$ cat config.mk
export PLATFORM = sky130hd
export DESIGN_NAME = median_feed_ctrl
export DESIGN_NICKNAME = d
export VERILOG_FILES = /design/src/rtl/median_feed_ctrl.sv
export SDC_FILE = /design/constraint.sdc
export NUM_CORES = 1
export LEC_CHECK = 0
export ABC_AREA = 0
export CAP_MARGIN = 30
export CORE_MARGIN = 10
export CORE_UTILIZATION = 35
export DETAILED_ROUTE_END_ITERATION = 10
export PLACE_DENSITY = 0.62
export SYNTH_ARGS = -nofsm -noshare
export SYNTH_HDL_FRONTEND = slang
export SYNTH_SLANG_ARGS = --single-unit
$ cat constraint.sdc
create_clock -name clk -period 2.5 [get_ports clk]
set_input_delay 0.375 -clock clk [delete_from_list [all_inputs] [get_ports clk]]
set_output_delay 0.375 -clock clk [all_outputs]
set_load 0.02 [all_outputs]
$ cat src/rtl/median_feed_ctrl.sv
// Feed controller for a systolic median-sorting array: buffers samples,
// broadcasts one per insert slot and captures the middle cell's value.
module median_feed_ctrl #(
    parameter int R_WIDTH = 8,
    parameter int N       = 3,
    parameter int DEPTH   = 4
) (
    input  logic               clk,
    input  logic               srst,
    input  logic               s_valid,
    output logic               s_ready,
    input  logic [R_WIDTH-1:0] s_data,
    input  logic               flush,
    output logic [R_WIDTH-1:0] X,
    output logic               incre_en,
    output logic               phase,
    input  logic [R_WIDTH-1:0] med_in,
    output logic               m_valid,
    input  logic               m_ready,
    output logic [R_WIDTH-1:0] m_data,
    output logic               underrun,
    output logic               drop
);

    localparam int AW = (DEPTH > 1) ? $clog2(DEPTH) : 1;
    localparam int CW = $clog2(DEPTH + 1);
    localparam int FW = $clog2(N + 1);

    localparam logic [1:0] ST_IDLE  = 2'd0;
    localparam logic [1:0] ST_RUN   = 2'd1;
    localparam logic [1:0] ST_FLUSH = 2'd2;

    logic [1:0]         state;
    logic               fcnt;
    logic [R_WIDTH-1:0] mem [DEPTH];
    logic [AW-1:0]      wr_ptr;
    logic [AW-1:0]      rd_ptr;
    logic [CW-1:0]      count;
    logic [FW-1:0]      fill;
    logic [R_WIDTH-1:0] x_hold;

    logic fifo_empty;
    logic insert;
    logic push;
    logic pop;
    logic capture;
    logic clearing;

    assign fifo_empty = (count == '0);
    assign s_ready    = (count < CW'(DEPTH));
    assign clearing   = flush || (state == ST_FLUSH);
    assign insert     = (state == ST_RUN) && !phase && !flush;
    assign push       = s_valid && s_ready && !clearing;
    assign pop        = insert && !fifo_empty;
    assign capture    = insert && (fill == FW'(N));
    assign incre_en   = (state == ST_RUN);

    // The popped head reaches the array in the same cycle it leaves the FIFO.
    assign X = pop ? mem[rd_ptr] : x_hold;

    always_ff @(posedge clk) begin
        if (push) begin
            mem[wr_ptr] <= s_data;
        end
    end

    always_ff @(posedge clk) begin
        if (srst) begin
            phase  <= 1'b0;
            wr_ptr <= '0;
            rd_ptr <= '0;
            count  <= '0;
        end else begin
            phase <= ~phase;
            if (clearing) begin
                wr_ptr <= '0;
                rd_ptr <= '0;
                count  <= '0;
            end else begin
                if (push) begin
                    wr_ptr <= wr_ptr + AW'(1);
                end
                if (pop) begin
                    rd_ptr <= rd_ptr + AW'(1);
                end
                count <= count + CW'(push) - CW'(pop);
            end
        end
    end

    always_ff @(posedge clk) begin
        if (srst) begin
            state <= ST_IDLE;
            fcnt  <= 1'b0;
        end else if (flush) begin
            state <= ST_FLUSH;
            fcnt  <= 1'b0;
        end else begin
            case (state)
                ST_IDLE: begin
                    if (phase && !fifo_empty) begin
                        state <= ST_RUN;
                    end
                end
                ST_RUN: state <= ST_RUN;
                ST_FLUSH: begin
                    if (fcnt) begin
                        state <= ST_IDLE;
                    end
                    fcnt <= 1'b1;
                end
                default: state <= ST_IDLE;
            endcase
        end
    end

    always_ff @(posedge clk) begin
        if (srst) begin
            x_hold   <= '0;
            fill     <= '0;
            underrun <= 1'b0;
        end else begin
            if (pop) begin
                x_hold <= mem[rd_ptr];
            end
            if (state != ST_RUN || flush) begin
                fill <= '0;
            end else if (insert && fill != FW'(N)) begin
                fill <= fill + FW'(1);
            end
            // An empty insert slot still advances the array with a repeat.
            if (flush) begin
                underrun <= 1'b0;
            end else if (insert && fifo_empty) begin
                underrun <= 1'b1;
            end
        end
    end

    always_ff @(posedge clk) begin
        if (srst) begin
            m_valid <= 1'b0;
            m_data  <= '0;
            drop    <= 1'b0;
        end else if (clearing) begin
            m_valid <= 1'b0;
            if (flush) begin
                drop <= 1'b0;
            end
        end else if (capture) begin
            m_valid <= 1'b1;
            m_data  <= med_in;
            if (m_valid && !m_ready) begin
                drop <= 1'b1;
            end
        end else if (m_valid && m_ready) begin
            m_valid <= 1'b0;
        end
    end

endmodule

# Word-level counts from Yosys, hierarchy flattened
# Memory sizes are Yosys's and may differ from the RTL's. A register that Yosys moved wholly into a read port is not among the register bits.
# Cells that the tools add are included.
[totals] reg_bits=32 ram_bits=32 in_bits=21 out_inout_bits=22 wordCells=77 n_memories=1
[op_classes] n_addsub=5 magnitude_cmp=1 eq_ne=10 muxes=15 n_bitwise=2 n_reduce_logical=30
[mem_list] name="mem" depth=4 word_bits=8 read_ports=1 rd_clocked_by_memory_dff=1 write_ports=1 line="35" rtl="logic [R_WIDTH-1:0] mem [DEPTH];"
[ops] operator="logical AND 1 bit" n=11
[ops] operator="two-way mux 2 bit" n=5
[ops] operator="two-way mux 1 bit" n=8
[ops] operator="two-way mux 8 bit" n=1
[ops] operator="!= test 2 bit, second input constant" n=4
[ops] operator="adder 2 x 1 -> 2 bit, second input constant" n=3
[ops] operator="!= test 3 bit, second input constant" n=2
[ops] operator="case mux 2 bit (3 select lines)" n=1
[ops] operator="AND reduction 2 bit" n=3
[ops] operator="nonzero test 2 bit" n=3
[ops] operator="OR reduction 2 bit" n=3
[ops] operator="zero test 1 bit" n=5
[ops] operator="equality test 2 bit, second input constant" n=2
[ops] operator="adder 3 x 1 -> 3 bit" n=1
[ops] operator="zero test 3 bit" n=1
[ops] operator="less-than comparator 3 bit, second input constant" n=1
[ops] operator="AND reduction 3 bit" n=1
[ops] operator="subtractor 3 x 1 -> 3 bit" n=1
[ops] operator="equality test 2 x 1 -> 1 bit, second input constant" n=1
[ops] operator="zero test 2 bit" n=1
[ops] operator="logical OR 1 bit" n=2
[ops] operator="!= test 2 x 1 -> 1 bit, second input constant" n=1
[ops] operator="inverter 1 bit" n=2

# Logic depth before layout (Yosys ltp)
# Gate-level depths: netlist (run 1).
[depth] depth_word=6 mapped_depth=9 ltp_nobuf=8

# Worst setup path before layout (run 1)
# No wires, ideal clock.
[synth_timing] kind="input to register" startpoint="input port flush" endpoint="register count[2]" setup_time_ns=0.121 arrival_time_ns=2.109 required_ns=2.379 setup_slack_ns=0.270 cell_stages=9 path_buffers=1 cell_sequence="buf_2 or3b_2 nor2_1 xnor2_1 ha_1 fa_1 xnor2_1 xnor2_1 nor2_1"
[synth_between] elab_chain_len=5 word_cells_on_any_way=9 classes_between="add/sub: 2; reduce/logical: 7"
[synth_lines] element="start, declared" line="13" rtl="input logic flush,"
[synth_lines] element="logical OR 1 bit" line="51" rtl="assign clearing = flush || (state == ST_FLUSH);"
[synth_lines] element="zero test 1 bit" line="53" rtl="assign push = s_valid && s_ready && !clearing;"
[synth_lines] element="logical AND 1 bit" line="53"
[synth_lines] element="adder 3 x 1 -> 3 bit" line="86" rtl="count <= count + CW'(push) - CW'(pop);"
[synth_lines] element="subtractor 3 x 1 -> 3 bit" line="86"
[synth_lines] element="end signal, assigned" line="86"
[synth_lines] element="end, declared" line="38" rtl="logic [CW-1:0] count;"
# Parallel ways exist; a longest one is shown, timed or not.
# A chain may end at the register's enable or synchronous reset.

# Worst setup path in the final report (run 1)
[layout_timing] startpoint="input port flush" endpoint="output port X[1]"
[layout_between] elab_chain_len=4
[layout_lines] element="zero test 1 bit" line="52" rtl="assign insert = (state == ST_RUN) && !phase && !flush;"
[layout_lines] element="logical AND 1 bit" line="52"
[layout_lines] element="logical AND 1 bit" line="54" rtl="assign pop = insert && !fifo_empty;"
[layout_lines] element="two-way mux 8 bit"
[layout_lines] element="end, declared" line="14" rtl="output logic [R_WIDTH-1:0] X,"
# Every way passes these cells.

==> metrics, run 1 <==
DR WL/cell=15.01 µm; Port-buffer cells=42; Crit. End Element=output pin; Synth Area in Compound Gates=0.09549; Post-Route WL=5762 µm; clock skew=0.006228 ns; antenna violations before repair=0; DP Cell Count=365; part of the cycle the worst path needs=0.9621; CP Max Fanout=9; Net Count, Synth=244; fmax=415.7 MHz; DP Area=3284 µm²; CTS tree=built; Cells after Synth=216; post-layout min period=2.405 ns; Core ar.=7292 µm²; number of global-route vias before repair=1887; Post-synth top flop=dfxtp_1; Longest Clk Path Bufs=2; row cnt=31; nets@finish=308; register-to-register setup slack=0.36 ns; # IOs=43; layout cells sized above 1=0.2000; Root Buffer Master=clkbuf_8; library cells used by synthesis=35; post-route cell area=3482 µm²; largest family of logic cells by synthesized area=simple AND/OR/NAND/NOR gates; die width=106.7 µm; XOR/XNOR share of the synthesized area=0.01330; area delta synth->final=32.21%; Mapped Avg Cell Area=12.19 µm²; fin. max-slew vios=0; Final setup viols=0; first-pass GRT wire length=9439 µm; total clock sinks=66; worst skew pair latency=0.33 ns; DRC viols=0; diode count=0; largest net degree at the start of global routing=24; H-tree depth=3; post-route ant nets=0; pwr dens=611.0 nW/µm²; number of synthesized register bits=66; Post-synth EDFFs=32; status=finished clean; pin slew with the least headroom to its limit=0.6545 ns; Iter 0 DRT Violations=82; CP Data Arrival Time=2.03 ns; async set-or-reset flop fraction in the synthesized netlist=0; vias post-DR=1834; mux cell area share after synthesis=0.07221; Worst Setup Start Kind=primary input; Crit path required time=2.12 ns; worst hold path class=flip-flop to flip-flop; critical path class=primary input to output pin; highest-count cells in the layout ignoring fill and taps=dfxtp_1, clkdlybuf4s50_1, edfxtp_1, a21oi_1, buf_4; yosys warns=0; Die Span Y=106.7 µm; count of maximum capacitance violations=0; Final Hold Fails=0; Starting Density=0.3612; Post-Synth Adder-Cell Area=0.03610; post-synthesis sequential area ratio=0.6233; First-pass DRT Iterations=4; GR Overflow Total=0; Leak Pwr=1.250 nW; cts hold-fix bufs=0; Overall Global Routing Usage=0.1032; vias per inst=4.776; VDD IR-drop max=0.0003148 V; total die area=11390 µm²; detailed placement HPWL=4057 µm; Simple-Gate Fraction of Synth Area=0.1306; slew margin rel.=0.5628; Worst-path clk slew=0.07 ns; synthesized cell area=2634 µm²; Placer Congestion=0.7435; Final Non-Filler Cells=384; CTS Buf Count=9
[layer usage]
layer | GRT usage | routed length [µm]
met5 | 0 | 0
met2 | 0.1611 | 2767
met4 | 0.03772 | 55
met1 | 0.1311 | 2688
met3 | 0.03234 | 250
[registers in the layout (all words and copies together), names as in the netlist, 2 cells and up, named ones only]
register	count
count	3
rd_ptr	2
mem	32
wr_ptr	2
x_hold	8
state	2
m_data	8
fill	2
[critical path: stages]
cell,delay (ns)
clkdlybuf4s50_1,0.44
or4b_4,0.60
o21ai_0,0.23
nand2_1,0.08
clkdlybuf4s15_1,0.29
[metrics by stage]
| stage | power [mW] | util | setup TNS [ns] | worst slack [ns] | hold WS (ns) |
|---|---|---|---|---|---|
| global placement | 1.272 | 0.4504 | -2.612 | -0.3152 | 0.4544 |
| finish | 2.128 | 0.4775 | 0 | 0.09470 | 0.4739 |
| floorplan | 1.208 | - | 0 | 0.2701 | 0.4409 |
| CTS | 2.150 | 0.4762 | 0 | 0.02354 | 0.4761 |
| global route | 2.219 | 0.4775 | -0.005390 | -0.003533 | 0.4994 |
| detailed placement | 1.274 | 0.4504 | -2.799 | -0.3427 | 0.4659 |
[logic make-up after synthesis]
kind of cell / count (synthesis)
multiplexers: 9
AND/OR/NAND/NOR: 63
XOR/XNOR: 4
adder cells (fa/ha/maj): 7
buffers and inverters: 19
AO/OA/AOI/OAI: 48
flip-flops: 66
[cell usage after synthesis, types with 5 or more instances]
cell / count / area share
dfxtp_1: 34 / 0.26
edfxtp_1: 32 / 0.36
a21oi_1: 26 / 0.049
nand3_1: 19 / 0.036
o21ai_0: 19 / 0.036
nand2_1: 11 / 0.016
mux4_2: 8 / 0.068
inv_1: 7 / 0.010
and3_1: 6 / 0.014
clkbuf_1: 6 / 0.0086
ha_1: 6 / 0.029
nor2_1: 6 / 0.0086
nor3_1: 5 / 0.0095
[final timing paths]
check	startpoint	endpoint	cells after the start
max	flush	X[1]	5
min	m_data[4]	m_data[4]	2
max reg2reg	state[1]	count[2]	8
min reg2reg	m_data[4]	m_data[4]	2
[what timing repair did]
item | 4_1_cts | 5_1_grt
setup endpoints to repair | 8 | 9
resized for setup | 10 | 20
buffers inserted | 0 | 3
[power by group]
group,switching [mW],internal (mW)
clock network,0.414,0.463
registers,0.00338,1.14
logic,0.0500,0.0559
total,0.468,1.66
[area by class of cell]
cell class,instances,area [µm²]
flip-flops and latches,66,1642
multi-input cells,131,933.4
clock inverters,6,66.31
well taps,99,123.9
fillers,684,3810
repair buffers,65,563.0
inverters,7,26.28
clock buffers,10,127.6
(Power assumes the default switching activity.)
==> inputs of run 2 (changes only) <==
Settings changed: CORE_UTILIZATION 35 to 52, PLACE_DENSITY 0.62 to 0.84.
==> run 2 against run 1 <==
Clock power rose by 5.4%; worst hold slack improved by 0.0037 ns; fmax fell by 1.5%; sequential share of layout area rose by 1.1 points; total power rose by 1.9%; via count rose by 3.6%; sequential power barely moved; clock-buffer cell count fell by 1; highest routed layer unchanged; worst setup slack got worse by 0.036 ns; largest power group unchanged.
==> metrics, run 2 (synthesized netlist as in run 1, its figures left out) <==
Worst Setup Start Kind=primary input (unchanged); diode count=0 (unchanged); row cnt=25 (was 31); fmax=409.7 MHz (was 415.7 MHz); Post-Route WL=5942 µm (was 5762 µm); Min-Delay Endpoint=m_data[2] (was m_data[4]); CTS tree=built (unchanged); Worst-path clk slew=0.08 ns (was 0.07 ns); Design Power=2.169 mW (was 2.128 mW); first-pass GRT wire length=9660 µm (was 9439 µm); GR Overflow Total=0 (unchanged); layout cells sized above 1=0.1600 (was 0.2000); critical path class=primary input to output pin (unchanged); Reg with most FFs=mem (unchanged); die width=91.17 µm (was 106.7 µm); DRC viols=0 (unchanged); Finished Core Util=0.7070 (was 0.4775); part of the cycle the worst path needs=0.9764 (was 0.9621); number of flip-flops under the largest register name=32 (unchanged); register-to-register setup slack=0.27 ns (was 0.36 ns); post-layout min period=2.441 ns (was 2.405 ns); reg2reg end=count[2] (unchanged); Core ar.=4817 µm² (was 7292 µm²); Leak Pwr=1.249 nW (was 1.250 nW); hold path cells=2 (unchanged); final worst slack=0.05901 ns (was 0.09470 ns); Final setup viols=0 (unchanged); Final Hold Fails=0 (unchanged); count of maximum capacitance violations=0 (unchanged); vias post-DR=1900 (was 1834); slew margin rel.=0.6008 (was 0.5628); largest net degree at the start of global routing=24 (unchanged); Fillers=362 (was 684); RSZ-0062 raised after global routing=yes; First-pass DRT Iterations=4 (unchanged); detailed placement HPWL=4202 µm (was 4057 µm); CTS Buf Count=9 (unchanged); nets@finish=298 (was 308); Crit. End Element=output pin (unchanged); pin slew with the least headroom to its limit=0.5976 ns (was 0.6545 ns); pwr dens=636.9 nW/µm² (was 611.0 nW/µm²); Iter 0 DRT Violations=106 (was 82); DP Cell Count=326 (was 365); hold_ws=0.4775 ns (was 0.4739 ns); setup TNS=0 ns (unchanged); Final Non-Filler Cells=342 (was 384); Crit path required time=2.12 ns (about the same); Starting Density=0.5468 (was 0.3612); highest-count cells in the layout ignoring fill and taps=dfxtp_1, clkdlybuf4s50_1, edfxtp_1, a21oi_1, nand3_1 (was dfxtp_1, clkdlybuf4s50_1, edfxtp_1, a21oi_1, buf_4); # IOs=43 (unchanged); fin. max-slew vios=0 (unchanged); CP Data Arrival Time=2.07 ns (was 2.03 ns); Reg-to-Reg Start=state[1] (unchanged); total clock sinks=66 (unchanged); hold_sp=m_data[2] (was m_data[4]); area delta synth->final=29.31% (was 32.21%); H-tree depth=3 (unchanged); R2R depth=9 (was 8); dpl ws=-0.3632 ns (was -0.3427 ns); status=finished clean (unchanged); Die Span Y=91.17 µm (was 106.7 µm); clock skew=0.01266 ns (was 0.006228 ns); Placer Congestion=0.7681 (was 0.7435); worst hold path class=flip-flop to flip-flop (unchanged); Port-buffer cells=42 (unchanged); VDD IR-drop max=0.0005587 V (was 0.0003148 V); total die area=8312 µm² (was 11390 µm²); post-route cell area=3406 µm² (was 3482 µm²); CP Max Fanout=9 (unchanged); cts hold-fix bufs=0 (unchanged); Root Buffer Master=clkbuf_8 (unchanged); antenna violations before repair=0 (unchanged); number of global-route vias before repair=1914 (was 1887); worst skew pair latency=0.34 ns (was 0.33 ns); Longest Clk Path Bufs=2 (unchanged); largest registers=mem x32, m_data x8, x_hold x8 (unchanged); DP Area=3186 µm² (was 3284 µm²); vias per inst=5.556 (was 4.776); post-route ant nets=0 (unchanged); Overall Global Routing Usage=0.1464 (was 0.1032); DR WL/cell=17.37 µm (was 15.01 µm)
run 2: changes by cell type in the layout (fill, tap and decap cells not counted), sizes merged:
cell and change:
buf -10, clkbuf -7, clkdlybuf4s15 -2, clkinv +1, clkinvlp -2, dlygate4sd2 +8
inv +2
run 2: where the power goes:
group	leakage [nW]	switching (mW)	internal [mW]
Combinational	0.578	0.0448	0.0517
Clock	0.106	0.445	0.479
Sequential	0.564	0.00698	1.14
run 2: critical path, cell delays in order:
cell             delay, ns
clkdlybuf4s50_1       0.45
or4b_4                0.61
o21ai_1               0.21
nand2_1               0.08
dlygate4sd2_1         0.32
run 2: how the worst max path moves through the flow:
stage	startpoint	slack [ns]	cells past startpoint	end
finish	flush	0.06	5	X[3]
CTS	flush	0.03	5	X[5]
global placement	flush	-0.28	5	X[3]
detailed placement	flush	-0.36	10	count[2]
floorplan	flush	0.27	9	count[2]
global route	flush	-0.04	10	count[2]
run 2: final cells by class:
class,instances,area [µm²],area share
sequential,66,1642,0.4820
tap,67,83.83,0.02461
timing repair buffer,55,508.0,0.1492
multi-input combinational,131,937.1,0.2752
clock buffer,9,123.9,0.03637
inverter,7,26.28,0.007715
clock inverter,7,85.08,0.02498
run 2: timing repair:
item,CTS,global route
resized for setup,14,7
endpoints found under the setup margin,9,6
buffers inserted,0,0
run 2: metal layers:
layer  up-vias  global-route usage  wire length, µm
met4         0             0.05614               45
met3         5             0.05679              419
met2        80              0.2434             2966
met1       905              0.1666             2510
met5         -                   0                0
li1        910                   -                -
==> inputs of run 3 (changes only) <==
Settings changed: GPL_ROUTABILITY_DRIVEN from default to 0.
==> results of run 3 <==
The final DEF is identical to that of run 2; final timing and power are the same.
